File: src/rtl/aes_key_expand_seq_pkg.sv
// aes_key_expand_seq_pkg: AES-128 key-schedule constants, FSM state type and shared S-box/Rcon lookups.
package aes_key_expand_seq_pkg;
    localparam int NR     = 10;
    localparam int RK_W   = 128;
    localparam int WORD_W = 32;
    localparam int EXP_W  = (NR + 1) * RK_W;

    typedef enum logic [1:0] {IDLE, RUN, DONE} state_e;

    // byte x lives at [2047-8*x -: 8]
    localparam logic [2047:0] SBOX = {
        128'h637c777bf26b6fc53001672bfed7ab76, 128'hca82c97dfa5947f0add4a2af9ca472c0,
        128'hb7fd9326363ff7cc34a5e5f171d83115, 128'h04c723c31896059a071280e2eb27b275,
        128'h09832c1a1b6e5aa0523bd6b329e32f84, 128'h53d100ed20fcb15b6acbbe394a4c58cf,
        128'hd0efaafb434d338545f9027f503c9fa8, 128'h51a3408f929d38f5bcb6da2110fff3d2,
        128'hcd0c13ec5f974417c4a77e3d645d1973, 128'h60814fdc222a908846eeb814de5e0bdb,
        128'he0323a0a4906245cc2d3ac629195e479, 128'he7c8376d8dd54ea96c56f4ea657aae08,
        128'hba78252e1ca6b4c6e8dd741f4bbd8b8a, 128'h703eb5664803f60e613557b986c11d9e,
        128'he1f8981169d98e949b1e87e9ce5528df, 128'h8ca1890dbfe6426841992d0fb054bb16
    };

    localparam logic [87:0] RCON = 88'h00_01_02_04_08_10_20_40_80_1b_36;

    function automatic logic [7:0] sbox(input logic [7:0] x);
        return SBOX[11'd2047 - {x, 3'b000} -: 8];
    endfunction

    function automatic logic [7:0] rcon(input logic [3:0] r);
        return RCON[7'd87 - {r, 3'b000} -: 8];
    endfunction
endpackage

File: src/rtl/aes_key_expand_seq_subword.sv
// aes_subword: 32-bit SubWord from four lookups into the shared AES S-box table.
module aes_subword
    import aes_key_expand_seq_pkg::*;
(
    input  logic [WORD_W-1:0] word_i,
    output logic [WORD_W-1:0] word_o
);
    for (genvar g = 0; g < 4; g++) begin : g_byte
        assign word_o[8*g +: 8] = sbox(word_i[8*g +: 8]);
    end
endmodule

File: src/rtl/aes_key_expand_seq.sv
// aes_key_expand_seq: iterative AES-128 key schedule, one round key per clock into the packed w bus.
// Define AES_KEYEXP_RESTART_EN to let a start during RUN abort and restart from the new key.
module aes_key_expand_seq
    import aes_key_expand_seq_pkg::*;
#(
    parameter int NR = aes_key_expand_seq_pkg::NR
) (
    input  logic             clk,
    input  logic             rst_n,
    input  logic             start,
    input  logic [RK_W-1:0]  key,
    output logic [EXP_W-1:0] w,
    output logic             busy,
    output logic             valid,
    output logic             done
);
    if (NR != 10) begin : g_bad_nr
        $error("aes_key_expand_seq supports only NR=10");
    end

    state_e                 state_q, state_d;
    logic [3:0]             rc_q, rc_d;
    logic [10:0][RK_W-1:0]  rk_q, rk_d;
    logic                   busy_q, busy_d, valid_q, valid_d, done_q, done_d;
    logic                   accept;
    logic [RK_W-1:0]        prev, next_rk;
    logic [WORD_W-1:0]      sub, t, n0, n1, n2, n3;

`ifdef AES_KEYEXP_RESTART_EN
    assign accept = start;
`else
    assign accept = start && state_q != RUN;
`endif

    // round key r is stored at element 10-r so rk0 lands in the MSBs of w
    assign prev = rk_q[4'd11 - rc_q];

    aes_subword u_subword (
        .word_i({prev[23:0], prev[31:24]}),
        .word_o(sub)
    );

    assign t       = sub ^ {rcon(rc_q), 24'h0};
    assign n0      = prev[127:96] ^ t;
    assign n1      = prev[95:64] ^ n0;
    assign n2      = prev[63:32] ^ n1;
    assign n3      = prev[31:0] ^ n2;
    assign next_rk = {n0, n1, n2, n3};

    always_comb begin
        state_d = state_q;
        rc_d    = rc_q;
        rk_d    = rk_q;
        busy_d  = busy_q;
        valid_d = valid_q;
        done_d  = 1'b0;
        if (accept) begin
            state_d  = RUN;
            rk_d[10] = key;
            rc_d     = 4'd1;
            busy_d   = 1'b1;
            valid_d  = 1'b0;
        end else if (state_q == RUN) begin
            rk_d[4'd10 - rc_q] = next_rk;
            rc_d               = rc_q + 4'd1;
            if (rc_q == 4'(NR)) begin
                state_d = DONE;
                rc_d    = 4'd0;
                busy_d  = 1'b0;
                valid_d = 1'b1;
                done_d  = 1'b1;
            end
        end
    end

    always_ff @(posedge clk) begin
        if (!rst_n) begin
            state_q <= IDLE;
            rc_q    <= 4'd0;
            rk_q    <= '0;
            busy_q  <= 1'b0;
            valid_q <= 1'b0;
            done_q  <= 1'b0;
        end else begin
            state_q <= state_d;
            rc_q    <= rc_d;
            rk_q    <= rk_d;
            busy_q  <= busy_d;
            valid_q <= valid_d;
            done_q  <= done_d;
        end
    end

    assign w     = rk_q;
    assign busy  = busy_q;
    assign valid = valid_q;
    assign done  = done_q;
endmodule

File: config.mk
export PLATFORM = sky130hd
export DESIGN_NAME = aes_key_expand_seq
export DESIGN_NICKNAME = d
export VERILOG_FILES = /design/src/rtl/aes_key_expand_seq_pkg.sv /design/src/rtl/aes_key_expand_seq_subword.sv /design/src/rtl/aes_key_expand_seq.sv
export SDC_FILE = /design/constraint.sdc
export NUM_CORES = 2
export LEC_CHECK = 0
export BUFFER_PORTS_ARGS = -buffer_cell sky130_fd_sc_hd__buf_2
export CELL_PAD_IN_SITES_DETAIL_PLACEMENT = 0
export CELL_PAD_IN_SITES_GLOBAL_PLACEMENT = 1
export CORE_AREA = 8 8 596 598
export CTS_BUF_LIST = sky130_fd_sc_hd__clkbuf_8
export DETAILED_ROUTE_END_ITERATION = 10
export DIE_AREA = 0 0 604 606
export PLACE_DENSITY_LB_ADDON = 0.08
export SLEW_MARGIN = 0
export SYNTH_ARGS = -nofsm -noshare
export SYNTH_HDL_FRONTEND = slang
export SYNTH_SLANG_ARGS = --single-unit
File: constraint.sdc
create_clock -name clk -period 7.41 [get_ports clk]
set_input_delay 1.1115 -clock clk [delete_from_list [all_inputs] [get_ports clk]]
set_output_delay 1.1115 -clock clk [all_outputs]
set_load 0.005 [all_outputs]
Word-level counts from Yosys, hierarchy flattened:

Cells that the tools add are included.

* bitwise gates (word level): 8
* add/sub/neg operators: 8
* multiply operators: 0
* muxes and demuxes: 17
* shifts and indexed selects: 5
* equal/unequal tests: 3
* magnitude comparators: 3
* reduce and logical (&&, ||, !) cells: 9
* div/mod/pow operators: 0

Operators by type and width (number)
* variable part select 2055 x 12 -> 8 bit, first input constant: 4
* bitwise mux 1408 bit: 1
* two-way mux 1408 bit: 1
* binary-select mux 128 bit (select 4 bit): 1
* demux 128 bit (select 4 bit): 1
* two-way mux 128 bit: 3
* bitwise XOR 32 bit: 5
* variable part select 95 x 8 -> 8 bit, first input constant: 1
* subtractor 11 bit, first input constant: 4
* less-than comparator 4 x 5 -> 1 bit, second input constant: 2
* two-way mux 1 bit: 9
* subtractor 4 bit, first input constant: 2
* subtractor 7 bit, first input constant: 1
* AND reduction 2 bit: 3
* adder 4 x 1 -> 4 bit, second input constant: 1
* equality test 4 bit, second input constant: 1
* greater-or-equal comparator 4 x 1 -> 1 bit, second input constant: 1
* two-way mux 4 bit: 1
* nonzero test 2 bit: 2
* NOT 1 bit: 3
* OR reduction 3 bit: 1
* equality test 2 x 1 -> 1 bit, second input constant: 1
* logical AND 1 bit: 2
* != test 2 x 1 -> 1 bit, second input constant: 1
* OR reduction 2 bit: 1

* memory bits (writable): 0
* memories kept: 0
* latch bits: 0
* input port bits: 131
* logic and storage cells: 70
* ROM bits: 0
* bits in registers: 1416

Longest topological paths before layout:

* depth after elaboration: 13
* depth in mapped cells: 30
* gate-level depth less buffers: 16

Hierarchy:

Synthesis repeated with hierarchy kept, for this count alone.

* cell total of the unflattened synthesis: 9922
* area, all modules: 80269.5 um2

By module, submodules not included
* aes_key_expand_seq: cells each 7716, sequential area each 28327.2 um2, area each 67128.1 um2, instances 1
* aes_subword: cells each 2206, sequential area each 0.0 um2, area each 13141.4 um2, instances 1

Worst setup path after synthesis:

No wires, ideal clock.

* path type: register to register
* from: register rc_q[2]
* to: register rk_q, in the netlist w[1337]
* buffers on the path: 13
* period minus slack after synthesis: 6.406 ns
* setup slack: 1.004 ns
* arrival time: 6.272 ns
* setup time: 0.134 ns
* stages on the path, launching flop included: 29
* cells stage by stage: dfxtp_1 -> buf_2 -> buf_8 -> buf_6 -> clkbuf_1 -> clkbuf_1 -> clkbuf_1 -> clkbuf_1 -> buf_6 -> inv_1 -> ha_1 -> buf_2 -> buf_2 -> buf_6 -> o221ai_1 -> o41ai_4 -> inv_2 -> ha_1 -> clkbuf_1 -> nor3_1 -> a21oi_1 -> o2111a_1 -> o211ai_1 -> o221ai_1 -> or4_4 -> xnor2_2 -> xor2_1 -> buf_2 -> o22ai_1

* word-level cells in the longest chain between the ends: 12

Ends and longest elaborated chain
* from (decl): line aes_key_expand_seq.sv:22 `logic [3:0] rc_q, rc_d;`
* from (signal assigned): line aes_key_expand_seq.sv:86 `rc_q <= rc_d;`
* subtractor 4 bit: line aes_key_expand_seq.sv:36 `assign prev = rk_q[4'd11 - rc_q];`
* binary-select mux 128 bit (select 4 bit): line aes_key_expand_seq.sv:36
* two-way mux 128 bit (not written as such): line aes_key_expand_seq.sv:36
* subtractor 11 bit: line aes_key_expand_seq_pkg.sv:25 `return SBOX[11'd2047 - {x, 3'b000} -: 8];`
* variable part select 2055 x 12 -> 8 bit: line aes_key_expand_seq_pkg.sv:25
* bitwise XOR 32 bit: line aes_key_expand_seq.sv:43 `assign t = sub ^ {rcon(rc_q), 24'h0};`
* bitwise XOR 32 bit: line aes_key_expand_seq.sv:44 `assign n0 = prev[127:96] ^ t;`
* bitwise XOR 32 bit: line aes_key_expand_seq.sv:45 `assign n1 = prev[95:64] ^ n0;`
* bitwise XOR 32 bit: line aes_key_expand_seq.sv:46 `assign n2 = prev[63:32] ^ n1;`
* bitwise mux 1408 bit *: line aes_key_expand_seq.sv:64 `rk_d[4'd10 - rc_q] = next_rk;`
* two-way mux 1408 bit *: line aes_key_expand_seq.sv:63 `end else if (state_q == RUN) begin`
* two-way mux 128 bit *: line aes_key_expand_seq.sv:57 `if (accept) begin`
* to (signal assigned): line aes_key_expand_seq.sv:87 `rk_q <= rk_d;`
* to (decl): line aes_key_expand_seq.sv:23 `logic [10:0][RK_W-1:0] rk_q, rk_d;`

Every way passes the cells marked *; elsewhere a longest branch is shown, timed or not. The select of a mux whose other input is x is not followed.
A chain may end at the register's enable or synchronous reset.

Worst setup path in the final report:

* from: register rc_q[0]
* to: register rk_q, in the netlist w[1344]

* word-level cells in the longest chain between the ends: 11

Ends and longest elaborated chain (line)
* subtractor 4 bit: aes_key_expand_seq.sv:36
* binary-select mux 128 bit (select 4 bit): aes_key_expand_seq.sv:36
* two-way mux 128 bit (not written as such): aes_key_expand_seq.sv:36
* subtractor 11 bit: aes_key_expand_seq_pkg.sv:25
* variable part select 2055 x 12 -> 8 bit: aes_key_expand_seq_pkg.sv:25
* bitwise XOR 32 bit: aes_key_expand_seq.sv:43
* bitwise XOR 32 bit: aes_key_expand_seq.sv:44
* bitwise XOR 32 bit: aes_key_expand_seq.sv:45
* bitwise mux 1408 bit *: aes_key_expand_seq.sv:64
* two-way mux 1408 bit *: aes_key_expand_seq.sv:63
* two-way mux 128 bit *: aes_key_expand_seq.sv:57

Marked as above.

==> results.cfg <==
[final_layout]
seq_area_sq_um = 28300
multiInputGateArea_sq_um = 42800
final_cells = 14997
layout.nets = 10385
area_delta_synth_final_pct = 25.7
fill_cells = 37461
drive_gt1_share_pct = 29.1

[placed_design]
place.gp.congestion = 0.924
dpl.hpwl_um = 459000
place_inst = 14470
dpl_worst_slack_ps = -21.5
port_buffers = 1541

[cts]
h-tree-depth = 5
clk_pin_slew_ps = 60
cts-root-buf = clkbuf_8
cts_buffer_depth = 4
cts-buffers-inserted = 298
insertion_delay_ps = 1100
cts_tree = built
clkSinkCount = 1415
ctsHoldBuffers = 0

[critical_path]
crit_arrival_ps = 8230
path_delay_family = compound AO/OA/AOI/OAI gates
rr_startpoint = rc_q[0]
cp_num_buf_inv = 2
path_class = reg -> reg
cp_data_required_time_ps = 8320
path_max_fanout = 21
slowest_delay_ps = 970
worstPathCellList = or3b_2 > o221ai_1 > o41ai_4 > inv_2 > ha_1 > nand2_1 > a311o_1 > nand3_1 > o311ai_1 > a32o_1 > xnor2_4 > xor2_1 > buf_4 > o22ai_1
cp-start-kind = flop
crit_slowest_cell = ha_1
cp_num_cells = 14
end_kind = flop
r2r_slack_ps = 90
worstReg2RegEnd = w[1344]
ff2ff_path_depth = 14

[detailed_routing]
ant_nets = 0
wl_per_cell_um = 41.6
vias = 85169
drt-initial-drc-count = 9670
avgViaCountPerCell = 5.68
drc = 0
first_pass_iters = 6
wirelength_um = 624000

[worst_hold_path]
hold_path_class = in -> reg
hold_end = w[1378]
holdCritStartpoint = key[98]
hold_depth = 3

[sta]
drv_slew = 0
hold_violations = 0
setup_tns_ps = 0
worst_slew_pin_slew_ps = 1390
fmax_ghz = 0.137
period_share_pct = 98.8
clock_skew_ps = 108
fin_ws_ps = 86.8
period_needed_ps = 7320
setup_violations = 0
relSlewSlack_pct = 6.73
rsz0062_at_grt = no

[logic_synthesis]
synth_flop_cell = dfxtp_1
synth.area.top_cells = dfxtp_1, o21ai_0, mux4_2
syn_nets = 9128
synth.top_cell.area_share_pct = 37.6
synth_area_sq_um = 75300
synth.most_common_cell = dfxtp_1
synth_seq_cells = 1415
synthTopCellsByCount = dfxtp_1, o21ai_0, nand2_1
syn_avg_cell_area_sq_um = 8.43
yosys.area.top_type = dfxtp_1
yosys_warnings = 0
yosysSeqAreaShare_pct = 37.6
postSynthCellCount = 8935
async_flop_share_pct = 0
synth-edff-count = 0
yosysUniqueCellTypes = 116

[global_route]
grt_pass1_vias = 80909
grt_overflow_total = 0
grt_pass1_wl_um = 817000
grt_max_degree = 220
antenna_found_initial = 63
track_usage_pct = 32.3

[floorplanning]
coreArea_sq_um = 345000
die_h_um = 606
die_x_um = 604
dieArea_sq_um = 366000
std_cell_rows = 216
ios = 1542
start_util_pct = 21.8

[flow_run]
max_cap_viol_count = 0

[power]
p_leak_nw = 37.6
ir_drop_v = 0.000120
powerDensity_nw_per_um2 = 245

[run_status]
outcome = finished clean
==> timing repair <==
action                                  CTS  global route
endpoints found under the setup margin    2            28
resized for setup                         1             4
setup buffers                             0             0
cloned                                    0             0
pin swaps                                 0             1
==> tightest hold or removal path: cells and delay by family <==
kind / cells / cell delay (ps)
buffers and inverters: 1 / 80
and+or+nand+nor: 1 / 80
AOI/OAI and AO/OA: 1 / 60
==> layer usage <==
metal | up-vias | share of wire (%) | global-route usage, %
li1 | 35568 | - | -
met1 | 44198 | 40 | 40.1
met2 | 4480 | 46 | 53.0
met3 | 905 | 7.9 | 7.70
met4 | 18 | 5.3 | 14.2
met5 | - | 0.047 | 0.357
==> metrics by stage <==
step | hold slack, ps | utilization (%) | total power, mW | cell area (sq um)
4_1_cts | 174 | 27.4 | 23.2 | 94600
3_3_place_gp | 456 | 25.7 | 14.7 | 88700
3_5_place_dp | 461 | 25.7 | 14.6 | 88800
6_report | 301 | 27.4 | 23.2 | 94700
5_1_grt | 265 | 27.4 | 23.8 | 94600
2_1_floorplan | 462 | - | 11.0 | 75300
==> final cells by class <==
class,instances,share of cell area [%]
Multi-Input combinational cell,6416,45.2
Clock inverter,139,0.904
Timing Repair Buffer,2004,12.4
Sequential cell,1415,29.9
Inverter,57,0.242
Antenna cell,31,0.0819
Clock buffer,357,5.19
Tap cell,4578,6.05
==> report_power, final <==
part / switching, mW / internal, mW / total, mW
Clock: 4.04 / 4.56 / 8.59
Combinational: 4.84 / 1.75 / 6.59
Sequential: 0.198 / 7.77 / 7.97
==> cells by family (layout without fill, tap and decap cells) <==
| logic type | Yosys count | after routing | share of synthesized area (%) |
|---|---|---|---|
| compound gates | 3266 | 3266 | 27.8 |
| simple gates | 2435 | 2435 | 14.3 |
| flops | 1415 | 1415 | 37.6 |
| buf+inv | 1104 | 2557 | 6.92 |
| mux | 451 | 451 | 9.79 |
| xor+xnor | 202 | 202 | 2.59 |
| fa+ha+maj | 62 | 62 | 1.03 |
| other cells | 0 | 31 | 0 |
==> cells in the final DEF, fill, tap and decap left out, types with 132 or more instances in the layout <==
cell type and count:
buf_2 1540, dfxtp_1 1412, o21ai_0 980, nand2_1 780, a21oi_1 766, nor2_1 687
nand3_1 501, buf_4 419, clkbuf_8 357, a211oi_1 288, mux4_2 215, nor3_1 163
a221oi_1 136, inv_1 134, a22oi_1 132
==> flip-flops by register name, summed over array words and instances (netlist names) <==
register	flops
rc_q	4
state_q	1
w	1408
valid	1
done	1
==> how the worst max path moves through the flow <==
stage          slack (ps)  startpoint       to
6_report               90     rc_q[0]  w[1344]
5_1_grt                 7     rc_q[0]  w[1337]
4_1_cts                 5     rc_q[0]   w[138]
3_5_place_dp          -20     rc_q[0]   w[972]
3_3_place_gp         -470     rc_q[0]  w[1356]
2_1_floorplan        1000     rc_q[2]  w[1337]
Power figures use the tool's default switching activity.
